===== src/rtl/cla_pipe_adder_pkg.sv =====
// Shared types and sizing constants for the pipelined lookahead adder.
// Purely declarative: no logic, no latency, no flow control.
package cla_pkg;

  typedef enum logic [1:0] {
    ADD  = 2'd0,
    SUB  = 2'd1,
    ADC  = 2'd2,
    RSVD = 2'd3
  } op_e;

  localparam int GROUP_W = 4;
  localparam int BLOCK_W = 16;

endpackage


===== src/rtl/cla_pipe_adder_if.sv =====
// Operand/result handshake bundle; slave is the adder, master drives operands and out_ready.
// No logic: valid/ready on both sides, in_ready may depend combinationally on out_ready.
interface cla_pipe_adder_if import cla_pkg::*; #(
  parameter int WIDTH = 32
);

  logic             in_valid;
  logic             in_ready;
  logic [WIDTH-1:0] a;
  logic [WIDTH-1:0] b;
  op_e              op;
  logic             cin;
  logic             out_valid;
  logic             out_ready;
  logic [WIDTH-1:0] sum;
  logic             cout;
  logic             ovf;
  logic             zero;
  logic             neg;

  modport master (
    output in_valid, a, b, op, cin, out_ready,
    input  in_ready, out_valid, sum, cout, ovf, zero, neg
  );

  modport slave (
    input  in_valid, a, b, op, cin, out_ready,
    output in_ready, out_valid, sum, cout, ovf, zero, neg
  );

endinterface


===== src/rtl/cla_pipe_adder_lookahead.sv =====
// 4-wide lookahead carry unit, used for bits within a group and for groups within a block.
// Combinational, zero latency, no flow control; c[0] is the carry-in passed through.
module lookahead_unit4 (
  input  logic [3:0] p,
  input  logic [3:0] g,
  input  logic       cin,
  output logic [3:0] c,
  output logic       gp,
  output logic       gg
);

  assign c[0] = cin;
  assign c[1] = g[0] | (p[0] & cin);
  assign c[2] = g[1] | (p[1] & g[0]) | (p[1] & p[0] & cin);
  assign c[3] = g[2] | (p[2] & g[1]) | (p[2] & p[1] & g[0]) | (p[2] & p[1] & p[0] & cin);

  assign gp = &p;
  assign gg = g[3] | (p[3] & g[2]) | (p[3] & p[2] & g[1]) | (p[3] & p[2] & p[1] & g[0]);

endmodule


===== src/rtl/cla_pipe_adder.sv =====
// Two-stage lookahead add/sub/adc with flags; latency 2, one op per cycle when out_ready is held.
// Full pipe with out_ready low drops in_ready; both stages hold until the output drains.
module cla_pipe_adder import cla_pkg::*; #(
  parameter int WIDTH = 32
) (
  input  logic               clk,
  input  logic               rst_n,
  cla_pipe_adder_if.slave    bus
);

  localparam int NG = WIDTH / GROUP_W;
  localparam int NB = WIDTH / BLOCK_W;

  if (WIDTH < BLOCK_W || (WIDTH % BLOCK_W) != 0) begin : g_width_chk
    $error("cla_pipe_adder: WIDTH must be a non-zero multiple of 16");
  end

  // ---------------- stage 1: operand conditioning and group P/G
  logic [WIDTH-1:0] b_eff;
  logic             c0;
  logic [WIDTH-1:0] p_in, g_in;
  logic [NG-1:0]    gp_in, gg_in;
  logic [WIDTH-1:0] s1_c_unused;

  always_comb begin
    b_eff = (bus.op == SUB) ? ~bus.b : bus.b;
    case (bus.op)
      SUB:     c0 = 1'b1;
      ADC:     c0 = bus.cin;
      default: c0 = 1'b0;
    endcase
  end

  assign p_in = bus.a ^ b_eff;
  assign g_in = bus.a & b_eff;

  for (genvar j = 0; j < NG; j++) begin : g_grp_s1
    lookahead_unit4 u_grp (
      .p   (p_in[GROUP_W*j +: GROUP_W]),
      .g   (g_in[GROUP_W*j +: GROUP_W]),
      .cin (1'b0),
      .c   (s1_c_unused[GROUP_W*j +: GROUP_W]),
      .gp  (gp_in[j]),
      .gg  (gg_in[j])
    );
  end

  logic             s1_valid;
  logic [WIDTH-1:0] s1_p, s1_g;
  logic [NG-1:0]    s1_gp, s1_gg;
  logic             s1_c0;
  // Only the operand sign bits are needed downstream (overflow); p/g carry the rest.
  logic             s1_a_msb, s1_b_msb;

  // ---------------- stage 2: block lookahead, block ripple, bit carries
  logic [NG-1:0]    gc;
  logic [NB-1:0]    bp, bg;
  logic [NB:0]      bc;
  logic [WIDTH-1:0] bit_c;
  logic [NG-1:0]    gp2_unused, gg2_unused;
  logic [WIDTH-1:0] res_sum;

  for (genvar k = 0; k < NB; k++) begin : g_blk
    lookahead_unit4 u_blk (
      .p   (s1_gp[GROUP_W*k +: GROUP_W]),
      .g   (s1_gg[GROUP_W*k +: GROUP_W]),
      .cin (bc[k]),
      .c   (gc[GROUP_W*k +: GROUP_W]),
      .gp  (bp[k]),
      .gg  (bg[k])
    );
  end

  always_comb begin
    bc[0] = s1_c0;
    for (int k = 0; k < NB; k++) begin
      bc[k+1] = bg[k] | (bp[k] & bc[k]);
    end
  end

  for (genvar j = 0; j < NG; j++) begin : g_grp_s2
    lookahead_unit4 u_bit (
      .p   (s1_p[GROUP_W*j +: GROUP_W]),
      .g   (s1_g[GROUP_W*j +: GROUP_W]),
      .cin (gc[j]),
      .c   (bit_c[GROUP_W*j +: GROUP_W]),
      .gp  (gp2_unused[j]),
      .gg  (gg2_unused[j])
    );
  end

  assign res_sum = s1_p ^ bit_c;

  // ---------------- handshake and registers
  logic             out_valid_q;
  logic [WIDTH-1:0] sum_q;
  logic             cout_q, ovf_q, zero_q, neg_q;
  logic             accept, s1_adv;

  assign bus.in_ready = !s1_valid || !out_valid_q || bus.out_ready;
  assign accept       = bus.in_valid && bus.in_ready;
  assign s1_adv       = s1_valid && (!out_valid_q || bus.out_ready);

  always_ff @(posedge clk) begin
    if (!rst_n) begin
      s1_valid    <= 1'b0;
      out_valid_q <= 1'b0;
      sum_q       <= '0;
      cout_q      <= 1'b0;
      ovf_q       <= 1'b0;
      zero_q      <= 1'b0;
      neg_q       <= 1'b0;
    end else begin
      if (accept) begin
        s1_valid <= 1'b1;
        s1_p     <= p_in;
        s1_g     <= g_in;
        s1_gp    <= gp_in;
        s1_gg    <= gg_in;
        s1_c0    <= c0;
        s1_a_msb <= bus.a[WIDTH-1];
        s1_b_msb <= b_eff[WIDTH-1];
      end else if (s1_adv) begin
        s1_valid <= 1'b0;
      end

      if (s1_adv) begin
        out_valid_q <= 1'b1;
        sum_q       <= res_sum;
        cout_q      <= bc[NB];
        ovf_q       <= (s1_a_msb == s1_b_msb) && (res_sum[WIDTH-1] != s1_a_msb);
        zero_q      <= ~|res_sum;
        neg_q       <= res_sum[WIDTH-1];
      end else if (bus.out_ready) begin
        out_valid_q <= 1'b0;
      end
    end
  end

  assign bus.out_valid = out_valid_q;
  assign bus.sum       = sum_q;
  assign bus.cout      = cout_q;
  assign bus.ovf       = ovf_q;
  assign bus.zero      = zero_q;
  assign bus.neg       = neg_q;

endmodule


===== src/flat_wrapper.sv =====
// flat-port wrapper written by rule: the top's interface ports become plain ports
module cla_pipe_adder_flat import cla_pkg::*;
#(
  parameter int WIDTH = 32
)
  (clk, rst_n, bus_in_valid, bus_a, bus_b, bus_op, bus_cin, bus_out_ready, bus_in_ready, bus_out_valid, bus_sum, bus_cout, bus_ovf, bus_zero, bus_neg);
  cla_pipe_adder_if #(.WIDTH(WIDTH)) bus_i ();
  input  logic clk;
  input  logic rst_n;
  input wire logic [$bits(bus_i.in_valid)-1:0] bus_in_valid;
  input wire logic [$bits(bus_i.a)-1:0] bus_a;
  input wire logic [$bits(bus_i.b)-1:0] bus_b;
  input wire logic [$bits(bus_i.op)-1:0] bus_op;
  input wire logic [$bits(bus_i.cin)-1:0] bus_cin;
  input wire logic [$bits(bus_i.out_ready)-1:0] bus_out_ready;
  output wire logic [$bits(bus_i.in_ready)-1:0] bus_in_ready;
  output wire logic [$bits(bus_i.out_valid)-1:0] bus_out_valid;
  output wire logic [$bits(bus_i.sum)-1:0] bus_sum;
  output wire logic [$bits(bus_i.cout)-1:0] bus_cout;
  output wire logic [$bits(bus_i.ovf)-1:0] bus_ovf;
  output wire logic [$bits(bus_i.zero)-1:0] bus_zero;
  output wire logic [$bits(bus_i.neg)-1:0] bus_neg;
  assign bus_i.in_valid = bus_in_valid;
  assign bus_i.a = bus_a;
  assign bus_i.b = bus_b;
  assign bus_i.op = bus_op;
  assign bus_i.cin = bus_cin;
  assign bus_i.out_ready = bus_out_ready;
  assign bus_in_ready = bus_i.in_ready;
  assign bus_out_valid = bus_i.out_valid;
  assign bus_sum = bus_i.sum;
  assign bus_cout = bus_i.cout;
  assign bus_ovf = bus_i.ovf;
  assign bus_zero = bus_i.zero;
  assign bus_neg = bus_i.neg;
  cla_pipe_adder #(.WIDTH(WIDTH)) u_core (.clk(clk), .rst_n(rst_n), .bus(bus_i));
endmodule

===== config.mk =====
export PLATFORM = sky130hd
export DESIGN_NAME = cla_pipe_adder_flat
export DESIGN_NICKNAME = d
export VERILOG_FILES = /design/src/rtl/cla_pipe_adder_pkg.sv /design/src/rtl/cla_pipe_adder_if.sv /design/src/rtl/cla_pipe_adder_lookahead.sv /design/src/rtl/cla_pipe_adder.sv /design/src/flat_wrapper.sv
export SDC_FILE = /design/constraint.sdc
export NUM_CORES = 1
export LEC_CHECK = 0
export BUFFER_PORTS_ARGS = -buffer_cell sky130_fd_sc_hd__buf_2
export CAP_MARGIN = 20
export CORE_MARGIN = 4
export CORE_UTILIZATION = 40
export DETAILED_ROUTE_END_ITERATION = 8
export SLEW_MARGIN = 25
export SYNTH_ARGS = -nofsm -noshare
export SYNTH_HDL_FRONTEND = slang
export SYNTH_SLANG_ARGS = --single-unit

===== constraint.sdc =====
create_clock -name clk -period 4.8 [get_ports clk]
set_input_delay 0.48 -clock clk [delete_from_list [all_inputs] [get_ports clk]]
set_output_delay 0.48 -clock clk [all_outputs]
set_load 0.01 [all_outputs]

**Word-level counts from Yosys, hierarchy flattened**

Cells that the tools add are included.

- Input port bits: 71
- Logic and storage cells: 285
- Output and inout port bits: 38
- Register bits: 120

- Reductions and logical operators: 23
- Bitwise operators: 238
- Eq/ne operators: 4
- Multiplexer cells: 6

Operator list:

| kind | count |
|---|---|
| bitwise AND 1 bit | 142 |
| OR 1 bit | 92 |
| XOR 32 bit | 2 |
| AND reduction 4 bit | 10 |
| bitwise AND 32 bit | 1 |
| 2-to-1 mux 32 bit | 1 |
| NOT 32 bit | 1 |
| OR reduction 32 bit | 1 |
| 2-to-1 mux 1 bit | 4 |
| nonzero test 2 bit | 2 |
| logical AND 1 bit | 3 |
| logical NOT 1 bit | 3 |
| logical OR 1 bit | 3 |
| == test 2 x 1 -> 1 bit, second input constant | 1 |
| == test 2 bit, second input constant | 1 |
| one-hot mux 1 bit (2 select lines) | 1 |
| AND reduction 2 bit | 1 |
| == test 1 bit | 1 |
| inequality test 1 bit | 1 |

**Longest topological paths before layout**

- Depth in word-level cells: 12
- Depth in mapped cells: 13
- Gate-level depth less buffers: 13

**Modules after synthesis**

From an unflattened synthesis, not the netlist that was laid out.

- Cell total of the unflattened synthesis: 514
- Area, all modules: 6182.2 um2

Modules (own cells, without submodules):

| module | instances | cells an instance | area each (um2) | seq. area each (um2) |
|---|---|---|---|---|
| cla_pipe_adder | 1 | 334 | 4988.5 | 3233.1 |
| lookahead_unit4 | 18 | 10 | 66.3 | 0.0 |

**Worst setup path before layout**

Ideal clock, no wire load.

- Path type: input-to-reg
- Start: in bus_out_ready
- End: reg u_core.s1_a_msb, enable pin
- Path slack: 1.881 ns
- Stages on the path: 3
- Library setup time: 0.442 ns
- Path buffers: 0
- Data required time: 4.358 ns
- Data arrival time: 2.477 ns
- Path through: nor2b_1 nand2_1 and3_1

- Cells in the longest elaborated chain, start to end: 3

RTL lines:

| what | line | text |
|---|---|---|
| start: declaration | flat_wrapper.sv:15 | `input wire logic [$bits(bus_i.out_ready)-1:0] bus_out_ready;` |
| logical OR 1 bit | cla_pipe_adder.sv:100 | `assign bus.in_ready = !s1_valid \|\| !out_valid_q \|\| bus.out_ready;` |
| via bus_in_ready | flat_wrapper.sv:16 | `output wire logic [$bits(bus_i.in_ready)-1:0] bus_in_ready;` |
| logical AND 1 bit | cla_pipe_adder.sv:101 | `assign accept = bus.in_valid && bus.in_ready;` |
| AND reduction 2 bit (no source line) | -- |  |
| end signal: assignment | cla_pipe_adder.sv:121 | `s1_a_msb <= bus.a[WIDTH-1];` |
| end: declaration | cla_pipe_adder.sv:53 | `logic s1_a_msb, s1_b_msb;` |

The timed path passes the listed nets, and every way through them passes these cells.
A chain may end at the register's enable or synchronous reset.

**Worst setup path in the final report**

- Start: reg u_core.s1_c0
- End: reg u_core.zero_q (netlist: u_core.bus.zero)

- Elaborated cells between the ends (all ways): 65
- Classes of those cells: bitwise (63); reduce/logical (2)

RTL lines:

| what | line | text |
|---|---|---|
| start: declaration | cla_pipe_adder.sv:51 | `logic s1_c0;` |
| start signal: assignment | cla_pipe_adder.sv:120 | `s1_c0 <= c0;` |
| bitwise AND 1 bit | cla_pipe_adder.sv:77 | `bc[k+1] = bg[k] \| (bp[k] & bc[k]);` |
| OR 1 bit | cla_pipe_adder.sv:77 |  |
| bitwise AND 1 bit | cla_pipe_adder_lookahead.sv:15 | `assign c[3] = g[2] \| (p[2] & g[1]) \| (p[2] & p[1] & g[0]) \| (p[2] & p[1] & p[0] & cin);` |
| OR 1 bit | cla_pipe_adder_lookahead.sv:15 |  |
| XOR 32 bit | cla_pipe_adder.sv:92 | `assign res_sum = s1_p ^ bit_c;` |
| via u_core.res_sum[28] | cla_pipe_adder.sv:61 | `logic [WIDTH-1:0] res_sum;` |
| OR reduction 32 bit | cla_pipe_adder.sv:132 | `zero_q <= ~\|res_sum;` |
| logical NOT 1 bit | cla_pipe_adder.sv:132 |  |
| end signal: assignment | cla_pipe_adder.sv:132 |  |
| end: declaration | cla_pipe_adder.sv:97 | `logic cout_q, ovf_q, zero_q, neg_q;` |

The timed path passes the listed nets, and every way through them passes these cells.

==> impl_metrics.tcl <==
set metrics [dict create \
    path_class "flop to flop" \
    status "completed" \
    clock-sinks 112 \
    slew_viol_final 0 \
    critPathMaxStageDelay_ns 0.46 \
    cp.required_ns 5.10 \
    grt-ovfl-total 0 \
    n_antenna_cell 0 \
    worstHoldPathType "input port to flop" \
    grt_max_degree 44 \
    grt_setup_unrepaired "no" \
    rr_startpoint "u_core.s1_c0" \
    design.die.area_um2 15700 \
    synth_xor_area_share_pct 8.90 \
    crit_start "u_core.s1_c0" \
    startpoint_type "flop" \
    gp_congestion 0.807 \
    grt_pass1_vias 3760 \
    power_frac_comb_pct 14.9 \
    p_leak_nw 2.78 \
    synth_edf_count 75 \
    pre_cts_ws_ns 1.53 \
    arrival_ns 3.56 \
    io-pin-count 109 \
    wire_per_inst_um 15.7 \
    hp-start "bus_a[31]" \
    cts_max_level 3 \
    synth_nets 589 \
    hold_slack_ns 0.332 \
    initial_core_util_pct 41.3 \
    via_per_inst 5.00 \
    synth_cells 476 \
    synthAdderAreaFrac_pct 9.54 \
    postCtsSetupBuffers 0 \
    syn_avg_cell_area_um2 11.6 \
    power.density_nw_per_um2 348 \
    final-setup-viol-count 0 \
    yosysSeqAreaShare_pct 54.3 \
    synth_compound_area_share_pct 10.0 \
    ys_warn_count 0 \
    synth_flop_cell "edfxtp_1" \
    fp-row-count 42 \
    utilization_pct 49.0 \
    clockPowerShare_pct 35.1 \
    cts-buffers-inserted 9 \
    synth_top_family_by_area "simple AND/OR/NAND/NOR gates" \
    io_buffers 108 \
    final_cell_mix "buf_2 (108), edfxtp_1 (75), nand2_1 (54)" \
    die_y_um 125 \
    drt_first_pass_iters 4 \
    tightest_slew_ns 0.978 \
    power_switching_mw 0.568 \
    mostFrequentLayoutCell "buf_2" \
    yosys.area_share.simple_pct 14.3 \
    dp_hpwl_um 9420 \
    antenna_found_initial 0 \
    hold_violations 0 \
    synthArstFlopShare_pct 0 \
    clkLatencyLatePin_ns 0.35 \
    ant_nets 0 \
    fin_skew_ns 0.0101 \
    cp_slowest_cell "edfxtp_1" \
    wirelength_um 12000 \
    grtUsageTotal_pct 15.3 \
    mappedNetlistArea_um2 5510 \
    crit_fanout 4 \
    vdd_drop_max_mv 0.160 \
    final_nets 695 \
    drc_errors 0 \
    p_int_mw 1.71 \
    worst_slack_ns 1.54 \
    sequentialPowerShare_pct 50.0 \
    fin_tns_setup_ns 0 \
    max_cap_violations 0 \
    die_x_um 125 \
    grt_first_pass_wirelength_um 19100 \
    cp-end-kind "flop" \
    synthMuxAreaShare_pct 1.11 \
    timing.fmax_mhz 307 \
    cts_root_buffer "clkbuf_16" \
    dp.cells 747 \
    clk_pin_slew_ns 0.08 \
    crit_chain "a211oi_2 -> o21ai_1 -> and2_4 -> a21o_1 -> a21o_1 -> ha_1 -> nor4_1 -> nand4b_1 -> nand4b_1 -> a2111o_1 -> nor4b_1 -> a31o_1" \
    cts_buffer_depth 2 \
    finalWorstPathRequiredPeriod_ns 3.26 \
    cts_resized 0 \
    cts_tree "yes" \
    ys_ff_latch 112 \
    finalCritPeriodShare_pct 67.9 \
    vias 3816 \
    drive_above_1_share_pct 23.3 \
    swShare_pct 24.9 \
    yosys.cell_types.count 52 \
    coreArea_um2 13300 \
    slew_headroom_pct 34.8 \
    hold_buffers 0 \
    drtIter0Drc 206 \
    fin_cells 763 \
    area_growth_pct 18.7 \
]
-- critical path: cells and delay by family, from the launching register on --
family / cells / cell delay, ns
fa+ha+maj: 1 / 0.32
simple gates: 5 / 1.06
flops: 1 / 0.46
compound gates: 6 / 1.37
-- power by group through the flow --
stage	sequential, mW	clock [mW]	combinational (mW)
finish	1.14	0.799	0.340
global route	1.15	0.855	0.386
CTS	1.14	0.815	0.346
detailed placement	1.16	0	0.343
global placement	1.16	0	0.338
floorplan	1.16	0	0.205
-- cell families after synthesis --
kind of cell | Yosys count
simple gates | 151
flops | 112
compound gates | 87
xor+xnor | 56
fa+ha+maj | 42
buf+inv | 22
mux | 6
-- final cells by class --
class                      instances  area (um2)
clock buffer                       9         225
clock inverter                     7        95.1
fill                            1250        6810
inverter                           6        22.5
multi-input combinational        342        2420
sequential                       112        2990
tap                              176         220
timing repair buffer             111         563
-- registers in the layout, summed over array words and instances (netlist names) --
name	count
u_core.bus.ovf	1
u_core.s1_b_msb	1
u_core.s1_a_msb	1
u_core.s1_g	24
u_core.bus.cout	1
u_core.bus.neg	1
u_core.bus.zero	1
u_core.s1_gg	8
u_core.s1_c0	1
u_core.s1_valid	1
u_core.s1_gp	8
u_core.bus.out_valid	1
u_core.bus.sum	31
u_core.s1_p	32
-- per-layer routing --
layer	GRT usage, %	vias up	wire length [um]
li1	-	1926	-
met1	20.8	1790	5620
met2	24.5	92	5580
met3	3.88	8	646
met4	4.21	0	133
met5	0	-	0
-- through the flow --
stage	cell area [um2]	total power, mW
after global routing	6540	2.39
after floorplan	5510	1.37
after detailed placement	6220	1.50
final	6540	2.28
after CTS	6540	2.30
after global placement	6220	1.50
-- synthesized netlist by cell type, drive strengths merged, types with 7 or more instances --
cell type	count	area, um2
edfxtp	75	2250
nand2	54	203
ha	42	526
xor2	42	368
dfxtp	37	741
o21ai	28	140
a21oi	22	114
and2	16	103
nor2	16	60.1
nor2b	14	87.6
xnor2	14	123
a21boi	13	97.6
nand2b	12	75.1
clkbuf	11	41.3
and4	8	70.1
a21o	7	55.1
-- path summary, 6_finish.rpt --
check                                     endpoint  slack [ns]  cells after the start
worst max-delay path               u_core.bus.zero        1.54                     12
worst min-delay path               u_core.s1_a_msb        0.33                      1
worst min register to register  u_core.bus.sum[16]        0.47                      2
worst max register to register     u_core.bus.zero        1.54                     12
(Power assumes the default switching activity.)
